==> src/rtl/ifetch_pc_gen_if.sv <==
// Fetch-side bundle of the next-PC generator: stall and redirect requests in,
// and the registered fetch address with its status flags out.
interface ifetch_pc_gen_if #(
  parameter int B     = 32,
  parameter int NSRC  = 4,
  parameter int CNT_W = 16
);
  logic              stall;
  logic [NSRC-1:0]   src_vld;
  logic [NSRC*B-1:0] src_pc;
  logic [B-1:0]      pc;
  logic              pc_valid;
  logic              pend_vld;
  logic              align_err;
  logic [CNT_W-1:0]  redir_cnt;

  modport master (
    output stall, src_vld, src_pc,
    input  pc, pc_valid, pend_vld, align_err, redir_cnt
  );

  modport slave (
    input  stall, src_vld, src_pc,
    output pc, pc_valid, pend_vld, align_err, redir_cnt
  );
endinterface

==> src/rtl/ifetch_pc_gen.sv <==
// Registered next-PC generator for IFETCH: prioritised redirect select, a
// stall-aware pending-redirect buffer, alignment enforcement and a redirect counter.
module ifetch_pc_gen #(
  parameter int             B          = 32,
  parameter int             NSRC       = 4,
  parameter int             INC        = 4,
  parameter logic [B-1:0]   RESET_VEC  = '0,
  parameter int             ALIGN_BITS = 2,
  parameter int             CNT_W      = 16
) (
  input logic            clk,
  input logic            rst_n,
  ifetch_pc_gen_if.slave bus
);

  typedef enum logic [1:0] {BOOT, RUN, HELD} state_t;

  localparam logic [B-1:0] ALIGN_MASK = ~({B{1'b1}} << ALIGN_BITS);

  state_t           state_q, state_nx;
  logic [B-1:0]     pc_q, pc_nx;
  logic [B-1:0]     pend_q, pend_nx;
  logic             err_q, err_nx;
  logic [CNT_W-1:0] cnt_q;
  logic             apply;

  logic             win_vld;
  logic [B-1:0]     win_raw;
  logic [B-1:0]     win_tgt;
  logic             win_mis;

  // Scan from the lowest priority upwards so the lowest valid index is the last write.
  always_comb begin
    win_vld = 1'b0;
    win_raw = '0;
    for (int i = NSRC - 1; i >= 0; i--) begin
      if (bus.src_vld[i]) begin
        win_vld = 1'b1;
        win_raw = bus.src_pc[i*B +: B];
      end
    end
  end

  assign win_tgt = win_raw & ~ALIGN_MASK;
  assign win_mis = |(win_raw & ALIGN_MASK);

  always_comb begin
    // NOTE: every signal assigned here gets a default first, so no path can infer a latch.
    state_nx = state_q;
    pc_nx    = pc_q;
    pend_nx  = pend_q;
    err_nx   = 1'b0;
    apply    = 1'b0;
    unique case (state_q)
      BOOT: state_nx = RUN;
      RUN: begin
        if (!bus.stall) begin
          if (win_vld) begin
            pc_nx  = win_tgt;
            apply  = 1'b1;
            err_nx = win_mis;
          end else begin
            pc_nx = pc_q + B'(INC);
          end
        end else if (win_vld) begin
          pend_nx  = win_tgt;
          err_nx   = win_mis;
          state_nx = HELD;
        end
      end
      HELD: begin
        err_nx = win_vld & win_mis;
        if (bus.stall) begin
          if (win_vld) pend_nx = win_tgt;
        end else begin
          // The exit slot always carries a redirect: a fresh winner beats the buffered one.
          pc_nx    = win_vld ? win_tgt : pend_q;
          apply    = 1'b1;
          state_nx = RUN;
        end
      end
      default: state_nx = BOOT;
    endcase
  end

  // NOTE: state is updated with non-blocking assignments so every register samples pre-edge values.
  always_ff @(posedge clk or negedge rst_n) begin
    if (!rst_n) begin
      state_q <= BOOT;
      pc_q    <= RESET_VEC;
      pend_q  <= '0;
      err_q   <= 1'b0;
      cnt_q   <= '0;
    end else begin
      state_q <= state_nx;
      pc_q    <= pc_nx;
      pend_q  <= pend_nx;
      err_q   <= err_nx;
      if (apply && cnt_q != {CNT_W{1'b1}}) cnt_q <= cnt_q + CNT_W'(1);
    end
  end

  // Status flags decode the state register only, so outputs never see inputs combinationally.
  assign bus.pc        = pc_q;
  assign bus.pc_valid  = (state_q != BOOT);
  assign bus.pend_vld  = (state_q == HELD);
  assign bus.align_err = err_q;
  assign bus.redir_cnt = cnt_q;

endmodule

==> src/flat_wrapper.sv <==
// flat-port wrapper written by rule: the top's interface ports become plain ports
module ifetch_pc_gen_flat 
#(
  parameter int             B          = 32,
  parameter int             NSRC       = 4,
  parameter int             INC        = 4,
  parameter logic [B-1:0]   RESET_VEC  = '0,
  parameter int             ALIGN_BITS = 2,
  parameter int             CNT_W      = 16
)
  (clk, rst_n, bus_stall, bus_src_vld, bus_src_pc, bus_pc, bus_pc_valid, bus_pend_vld, bus_align_err, bus_redir_cnt);
  ifetch_pc_gen_if #(.B(B), .NSRC(NSRC), .CNT_W(CNT_W)) bus_i ();
  input logic clk;
  input logic rst_n;
  input wire logic [$bits(bus_i.stall)-1:0] bus_stall;
  input wire logic [$bits(bus_i.src_vld)-1:0] bus_src_vld;
  input wire logic [$bits(bus_i.src_pc)-1:0] bus_src_pc;
  output wire logic [$bits(bus_i.pc)-1:0] bus_pc;
  output wire logic [$bits(bus_i.pc_valid)-1:0] bus_pc_valid;
  output wire logic [$bits(bus_i.pend_vld)-1:0] bus_pend_vld;
  output wire logic [$bits(bus_i.align_err)-1:0] bus_align_err;
  output wire logic [$bits(bus_i.redir_cnt)-1:0] bus_redir_cnt;
  assign bus_i.stall = bus_stall;
  assign bus_i.src_vld = bus_src_vld;
  assign bus_i.src_pc = bus_src_pc;
  assign bus_pc = bus_i.pc;
  assign bus_pc_valid = bus_i.pc_valid;
  assign bus_pend_vld = bus_i.pend_vld;
  assign bus_align_err = bus_i.align_err;
  assign bus_redir_cnt = bus_i.redir_cnt;
  ifetch_pc_gen #(.B(B), .NSRC(NSRC), .INC(INC), .RESET_VEC(RESET_VEC), .ALIGN_BITS(ALIGN_BITS), .CNT_W(CNT_W)) u_core (.clk(clk), .rst_n(rst_n), .bus(bus_i));
endmodule
==> config.mk <==
export PLATFORM = sky130hd
export DESIGN_NAME = ifetch_pc_gen_flat
export DESIGN_NICKNAME = d
export VERILOG_FILES = /design/src/rtl/ifetch_pc_gen_if.sv /design/src/rtl/ifetch_pc_gen.sv /design/src/flat_wrapper.sv
export SDC_FILE = /design/constraint.sdc
export NUM_CORES = 1
export LEC_CHECK = 0
export CORE_UTILIZATION = 49
export DETAILED_ROUTE_END_ITERATION = 8
export PLACE_DENSITY = 0.87
export SLEW_MARGIN = 20
export SYNTH_ARGS = -nofsm -noshare
export SYNTH_HDL_FRONTEND = slang
export SYNTH_SLANG_ARGS = --single-unit
==> constraint.sdc <==
create_clock -name clk -period 2.95 [get_ports clk]
set_input_delay 0.59 -clock clk [delete_from_list [all_inputs] [get_ports clk]]
set_output_delay 0.59 -clock clk [all_outputs]
set_load 0.02 [all_outputs]
==> results.py, run 1 <==
metrics = {
    "place": {
        "gp_congestion": 0.888,
        "numPortBuffers": 185,
        "dp_hpwl_um": 13700,
        "dpl-instance-area_um2": 7120,
        "dp_slack_ns": -0.106,
    },
    "sta": {
        "fin_crit_ns": 2.63,
        "fin_skew_ns": 0.0100,
        "holdWs_ns": 0.231,
        "slew_headroom_pct": 47.2,
        "slew_violations": 0,
        "max_freq_mhz": 381,
        "hold_viol": 0,
        "tightest_slew_ns": 0.792,
        "tns_ns": 0,
        "fin_ws_ns": 0.322,
        "grt_setup_unrepaired": "false",
        "period_share_pct": 89.1,
        "setup_viol": 0,
    },
    "yosys": {
        "synth_ff_type": "dfrtp_1",
        "async_flop_share_pct": 100,
        "yosys.area_share.simple_pct": 19.4,
        "synth_top_area_cell": "dfrtp_1",
        "ys_ff_latch": 83,
        "synthXorXnorAreaFrac_pct": 2.24,
        "synth_edf_count": 0,
        "synth_fa_ha_area_share_pct": 1.23,
        "syn_area_um2": 5090,
        "synth_top_family_by_area": "compound AO/OA/AOI/OAI gates",
        "synth_fp_nets": 713,
        "yosysSeqAreaShare_pct": 40.8,
        "ys.warnings.count": 0,
        "synth_common_cells": "83 x dfrtp_1, 64 x nand2_1, 52 x o21ai_0, 28 x clkbuf_1",
        "yosys.area.top_type_share_pct": 40.8,
        "synthTopCellsByArea": "dfrtp_1 41%, o21ai_0 5.1%, nand2_1 4.7%, a221oi_1 3.8%, o22ai_1 2.7%",
        "ys_types": 64,
        "synth_compound_area_share_pct": 30.4,
        "synthMuxAreaShare_pct": 1.08,
        "synthCells": 573,
        "syn_area_per_cell_um2": 8.88,
        "synth.most_common_cell": "dfrtp_1",
    },
    "floorplanning": {
        "die_w_um": 104,
        "initial_core_util_pct": 51.3,
        "io_pins": 186,
        "dieArea_um2": 10800,
        "fp.dieH_um": 104,
        "rows": 36,
        "core_um2": 9910,
    },
    "setup_path": {
        "worstRegToRegCells": 7,
        "cp-start-kind": "primary input",
        "path_buf_inv": 2,
        "ff2ff_setup_slack_ns": 0.58,
        "crit_family": "simple AND/OR/NAND/NOR gates",
        "cp.arrival_ns": 2.94,
        "critPathMaxFanout": 14,
        "worstPathRequired_ns": 3.26,
        "critPathKind": "primary input to register",
        "slowest_delay_ns": 0.75,
        "crit_chain": "clkdlybuf4s50_1 > buf_4 > or4_1 > nor2_4 > o21ai_0 > nand2_1 > a22o_1",
        "reg2reg_from": "u_core.state_q[0]",
        "timing.rr.end": "u_core.bus.pc[25]",
        "cpMaxStageDelayCell": "or4_1",
        "endpoint_kind": "register",
    },
    "detailed_routing": {
        "viasPerCell": 6.56,
        "num_vias": 5804,
        "drt_iter0_markers": 597,
        "ant_nets": 0,
        "wire_per_inst_um": 20.7,
        "drt_wl_total_um": 18300,
        "dr.pass1.iters": 6,
        "drt_drc_violations_left": 0,
    },
    "global_routing": {
        "grt_overflow_total": 0,
        "track_usage_pct": 34.2,
        "antenna_found_initial": 0,
        "grt_pass1_wl_um": 29200,
        "grt_max_degree": 48,
        "grt_pass1_vias": 5566,
    },
    "clocking": {
        "cts_buffer_depth": 2,
        "hold_buffers": 0,
        "h-tree-depth": 3,
        "cts_buffers": 9,
        "cts_setup_buffers": 0,
        "clk_latency_ns": 0.37,
        "path_clk_slew_ns": 0.08,
        "cts_tree": "built",
        "cts-resized-gates": 0,
        "clock-sinks": 83,
        "cts_root_buf": "clkbuf_8",
    },
    "finish": {
        "final_layout_size_suffix_gt1_share_pct": 7.85,
        "multiInputGateArea_um2": 2780,
        "fin_nets": 888,
        "area_growth_pct": 44.6,
        "fillers": 743,
        "final-seq-area_um2": 2080,
        "final_area_um2": 7350,
        "diodes": 0,
    },
    "job": {
        "drv_cap": 0,
    },
    "pwr": {
        "p_int_uw": 3320,
        "p_sw_uw": 2340,
        "p_comb_share_pct": 45.7,
        "swShare_pct": 41.3,
        "p_clk_share_pct": 16.6,
        "pwr-share-seq_pct": 37.7,
        "power_density_nw_per_um2": 769,
        "ir_drop_uv": 401,
        "cellLeakagePower_uw": 0.00289,
    },
    "run_status": {
        "outcome": "completed",
    },
    "worst_hold_path": {
        "holdCritPathClass": "primary input to asynchronous set/reset pin",
    },
}
how the worst max path moves through the flow:
stage | from | to | cells past startpoint
3_3_place_gp | bus_src_vld[3] | u_core.bus.pc[6] | 6
3_5_place_dp | bus_src_vld[3] | u_core.bus.pc[29] | 6
6_report | bus_src_vld[2] | u_core.bus.pc[15] | 7
5_1_grt | bus_src_vld[0] | u_core.bus.pc[28] | 7
2_1_floorplan | u_core.state_q[0] | u_core.bus.pc[7] | 7
4_1_cts | bus_src_vld[3] | u_core.bus.pc[17] | 6
layout make-up:
cell class                 instances  area share, %
tap                              133           2.26
inverter                           9          0.459
timing repair buffer             212           28.2
clock buffer                      11           2.06
multi-input combinational        433           37.7
clock inverter                     4           1.00
sequential                        83           28.2
per-stage QoR:
stage,instances,util [%],total power (uW)
global placement,870,71.9,4570
floorplan,573,-,3460
global route,885,74.2,5950
detailed placement,870,71.9,4670
CTS,885,74.2,5600
finish,885,74.2,5660
sequential cells by signal (all words and copies together) (netlist names):
| register | count |
|---|---|
| u_core.bus.redir_cnt | 16 |
| u_core.bus.pc | 32 |
| u_core.state_q | 2 |
| u_core.bus.align_err | 1 |
| u_core.pend_q | 32 |
routing by layer:
metal	wire [um]	part of all wire (%)	global-route usage (%)
met5	0	0	0
met4	454	2.5	13.5
met3	1910	10	7.27
met2	8610	47	54.8
met1	7340	40	45.4
power by group through the flow:
stage	combinational (uW)	clock, uW	sequential [uW]
after floorplan	1210	0	2250
after global placement	2480	0	2090
after detailed placement	2540	0	2120
after CTS	2560	934	2110
after global routing	2770	976	2200
final	2580	940	2130
cells in the final DEF, fill, tap and decap left out, drive strengths merged, types with 11 or more instances in the layout:
cell type	count
a221oi	23
nand2	64
xnor2	12
nand4	17
nor3	12
dfrtp	83
nor2	27
and3	17
clkdlybuf4s50	184
o2bb2ai	11
buf	28
o31ai	11
clkbuf	11
o21ai	53
nand3	19
a21oi	26
o22ai	22
a22o	12
cells by family (layout without fill, tap and decap cells):
group / count (synthesis) / count (layout)
DFF: 83 / 83
and+or+nand+nor: 191 / 191
xor gates and xnor gates: 13 / 13
adders and majority gates: 5 / 5
buffers and inverters: 57 / 236
muxes: 5 / 5
AOI/OAI and AO/OA: 219 / 219
No activity file was read; power rests on OpenSTA's default activity.
==> inputs of run 2 (changes only) <==
--- a/config.mk
+++ b/config.mk
@@ -5,9 +5,9 @@
 export SDC_FILE = /design/constraint.sdc
 export NUM_CORES = 1
 export LEC_CHECK = 0
-export CORE_UTILIZATION = 49
+export CORE_UTILIZATION = 45
 export DETAILED_ROUTE_END_ITERATION = 8
-export PLACE_DENSITY = 0.87
+export PLACE_DENSITY = 0.79
 export SLEW_MARGIN = 20
 export SYNTH_ARGS = -nofsm -noshare
 export SYNTH_HDL_FRONTEND = slang
==> constraint.sdc (replaced) <==
create_clock -name clk -period 2.5 [get_ports clk]
set_input_delay 0.5 -clock clk [delete_from_list [all_inputs] [get_ports clk]]
set_output_delay 0.5 -clock clk [all_outputs]
set_load 0.02 [all_outputs]
==> run 2 against run 1 <==
Net effect: final cell count up 3.8%; clock-buffer cell count down 2; critical path type is now register to output pin; register-to-register slack got worse by 0.29 ns; routed wire length increased by 1.2%; final area is 5.1% higher; global-route usage is 1.8 points lower; combinational power is 22% higher.
==> results.py, run 2 (synthesized netlist as in run 1, its figures left out) <==
metrics = {
    "place": {
        "gp_congestion": 0.953,
        "place_inst": 902,
        "dp_hpwl_um": 14200,
        "dpl-instance-area_um2": 7360,
        "numPortBuffers": 185,
    },
    "pwr": {
        "ir_drop_uv": 505,
        "p_sw_uw": 2850,
        "cellLeakagePower_uw": 0.00309,
        "pwr-share-seq_pct": 35.0,
        "power_density_nw_per_um2": 931,
        "p_comb_share_pct": 43.7,
        "swShare_pct": 39.6,
        "p_int_uw": 4340,
        "p_clk_share_pct": 21.3,
    },
    "detailed_routing": {
        "drt_drc_violations_left": 0,
        "drt_wl_total_um": 18500,
        "wire_per_inst_um": 20.2,
        "drt_iter0_markers": 623,
        "num_vias": 5814,
        "dr.pass1.iters": 6,
        "viasPerCell": 6.33,
        "ant_nets": 0,
    },
    "global_routing": {
        "grt_overflow_total": 0,
        "grt_pass1_wl_um": 29100,
        "grt_max_degree": 48,
        "track_usage_pct": 32.4,
        "grt_pass1_vias": 5520,
        "antenna_found_initial": 0,
    },
    "sta": {
        "fin_crit_ns": 2.38,
        "setup_viol": 0,
        "slew_violations": 0,
        "period_share_pct": 95.2,
        "fin_skew_ns": 0.0111,
        "max_freq_mhz": 420,
        "hold_viol": 0,
        "grt_setup_unrepaired": "false",
        "tightest_slew_ns": 0.702,
        "holdWs_ns": 0.183,
        "slew_headroom_pct": 53.2,
    },
    "floorplanning": {
        "initial_core_util_pct": 46.5,
        "io_pins": 186,
        "rows": 38,
        "dieArea_um2": 11700,
        "fp.dieH_um": 108,
        "die_w_um": 108,
        "core_um2": 10900,
    },
    "setup_path": {
        "cp.arrival_ns": 1.88,
        "endpoint_kind": "output pin",
        "worstPathRequired_ns": 2.00,
        "cp-start-kind": "register",
        "slowest_delay_ns": 0.66,
        "crit_chain": "inv_1 > ha_2 > clkdlybuf4s50_1",
        "critPathMaxFanout": 14,
        "cpMaxStageDelayCell": "clkdlybuf4s50_1",
        "critPathKind": "register to output pin",
    },
    "clocking": {
        "hold_buffers": 0,
        "cts_buffer_depth": 2,
        "clk_latency_ns": 0.35,
        "clock-sinks": 83,
        "h-tree-depth": 3,
        "cts_root_buf": "clkbuf_16",
        "cts_tree": "built",
        "path_clk_slew_ns": 0.06,
        "cts_buffers": 9,
    },
    "finish": {
        "diodes": 0,
        "final_cell_mix": "183 x clkdlybuf4s50_1, 83 x dfrtp_1, 64 x nand2_1, 51 x o21ai_0, 49 x buf_4",
        "area_growth_pct": 51.9,
        "utilization_pct": 70.7,
        "final-seq-area_um2": 2080,
        "fin_nets": 914,
        "final_common_cell": "clkdlybuf4s50_1",
        "multiInputGateArea_um2": 2790,
        "layoutNonFillerInstCount": 919,
        "final_area_um2": 7730,
        "fillers": 847,
        "final_layout_size_suffix_gt1_share_pct": 11.3,
    },
    "worst_hold_path": {
        "holdCritPathClass": "primary input to asynchronous set/reset pin",
    },
    "job": {
        "drv_cap": 0,
    },
    "run_status": {
        "outcome": "completed",
    },
}
run 2: path summary, 6_finish.rpt:
| kind | from | to | slack, ns | cells after the start |
|---|---|---|---|---|
| setup reg to reg | u_core.state_q[0] | u_core.bus.redir_cnt[1] | 0.29 | 7 |
| setup / recovery | u_core.state_q[0] | bus_pend_vld | 0.12 | 3 |
| min in group clk | u_core.pend_q[21] | u_core.pend_q[21] | 0.48 | 2 |
| hold / removal | rst_n | u_core.bus.redir_cnt[0] | 0.18 | 1 |
| max in group asynchronous | rst_n | u_core.bus.pc[14] | 1.69 | 2 |
| hold reg to reg | u_core.pend_q[21] | u_core.pend_q[21] | 0.48 | 2 |
run 2: worst max-delay path: cells and delay by family (launching register included):
family / cells / cell delay [ns]
fa+ha+maj: 1 / 0.35
flops: 1 / 0.41
buf+inv: 2 / 0.77
run 2: layer usage:
layer | up-vias | track usage (%) | part of all wire [%]
met5 | - | 0 | 0
met4 | 0 | 9.36 | 1.8
met3 | 40 | 6.63 | 9.5
met2 | 380 | 50.8 | 47
met1 | 2770 | 45.3 | 42
li1 | 2624 | - | -
run 2: layout make-up:
class	instances	share of cell area (%)
multi-input combinational	433	36.1
timing repair buffer	238	29.9
sequential	83	26.9
clock buffer	9	2.91
tap	140	2.27
clock inverter	7	1.51
inverter	9	0.437
run 2: repair_timing:
action | 4_1_cts | 5_1_grt
pin swaps | 0 | 1
endpoints found under the setup margin | 1 | 16
buffers inserted | 0 | 1
hold endpoints to repair | 0 | 0
resized for setup | 1 | 5
run 2: per-stage QoR:
stage	worst slack (ns)	total power (uW)	TNS, ns
2_1_floorplan	0.518	4080	0
3_3_place_gp	-0.233	5480	-7.35
3_5_place_dp	-0.268	5590	-8.70
4_1_cts	0.0435	7130	0
5_1_grt	0.0733	7570	0
6_report	0.119	7190	0
run 2: power by group through the flow:
stage,Combinational [uW],Clock (uW),Sequential (uW)
6_report,3140,1530,2520
5_1_grt,3380,1600,2590
4_1_cts,3110,1520,2490
3_5_place_dp,3090,0,2500
3_3_place_gp,3000,0,2480
2_1_floorplan,1420,0,2660
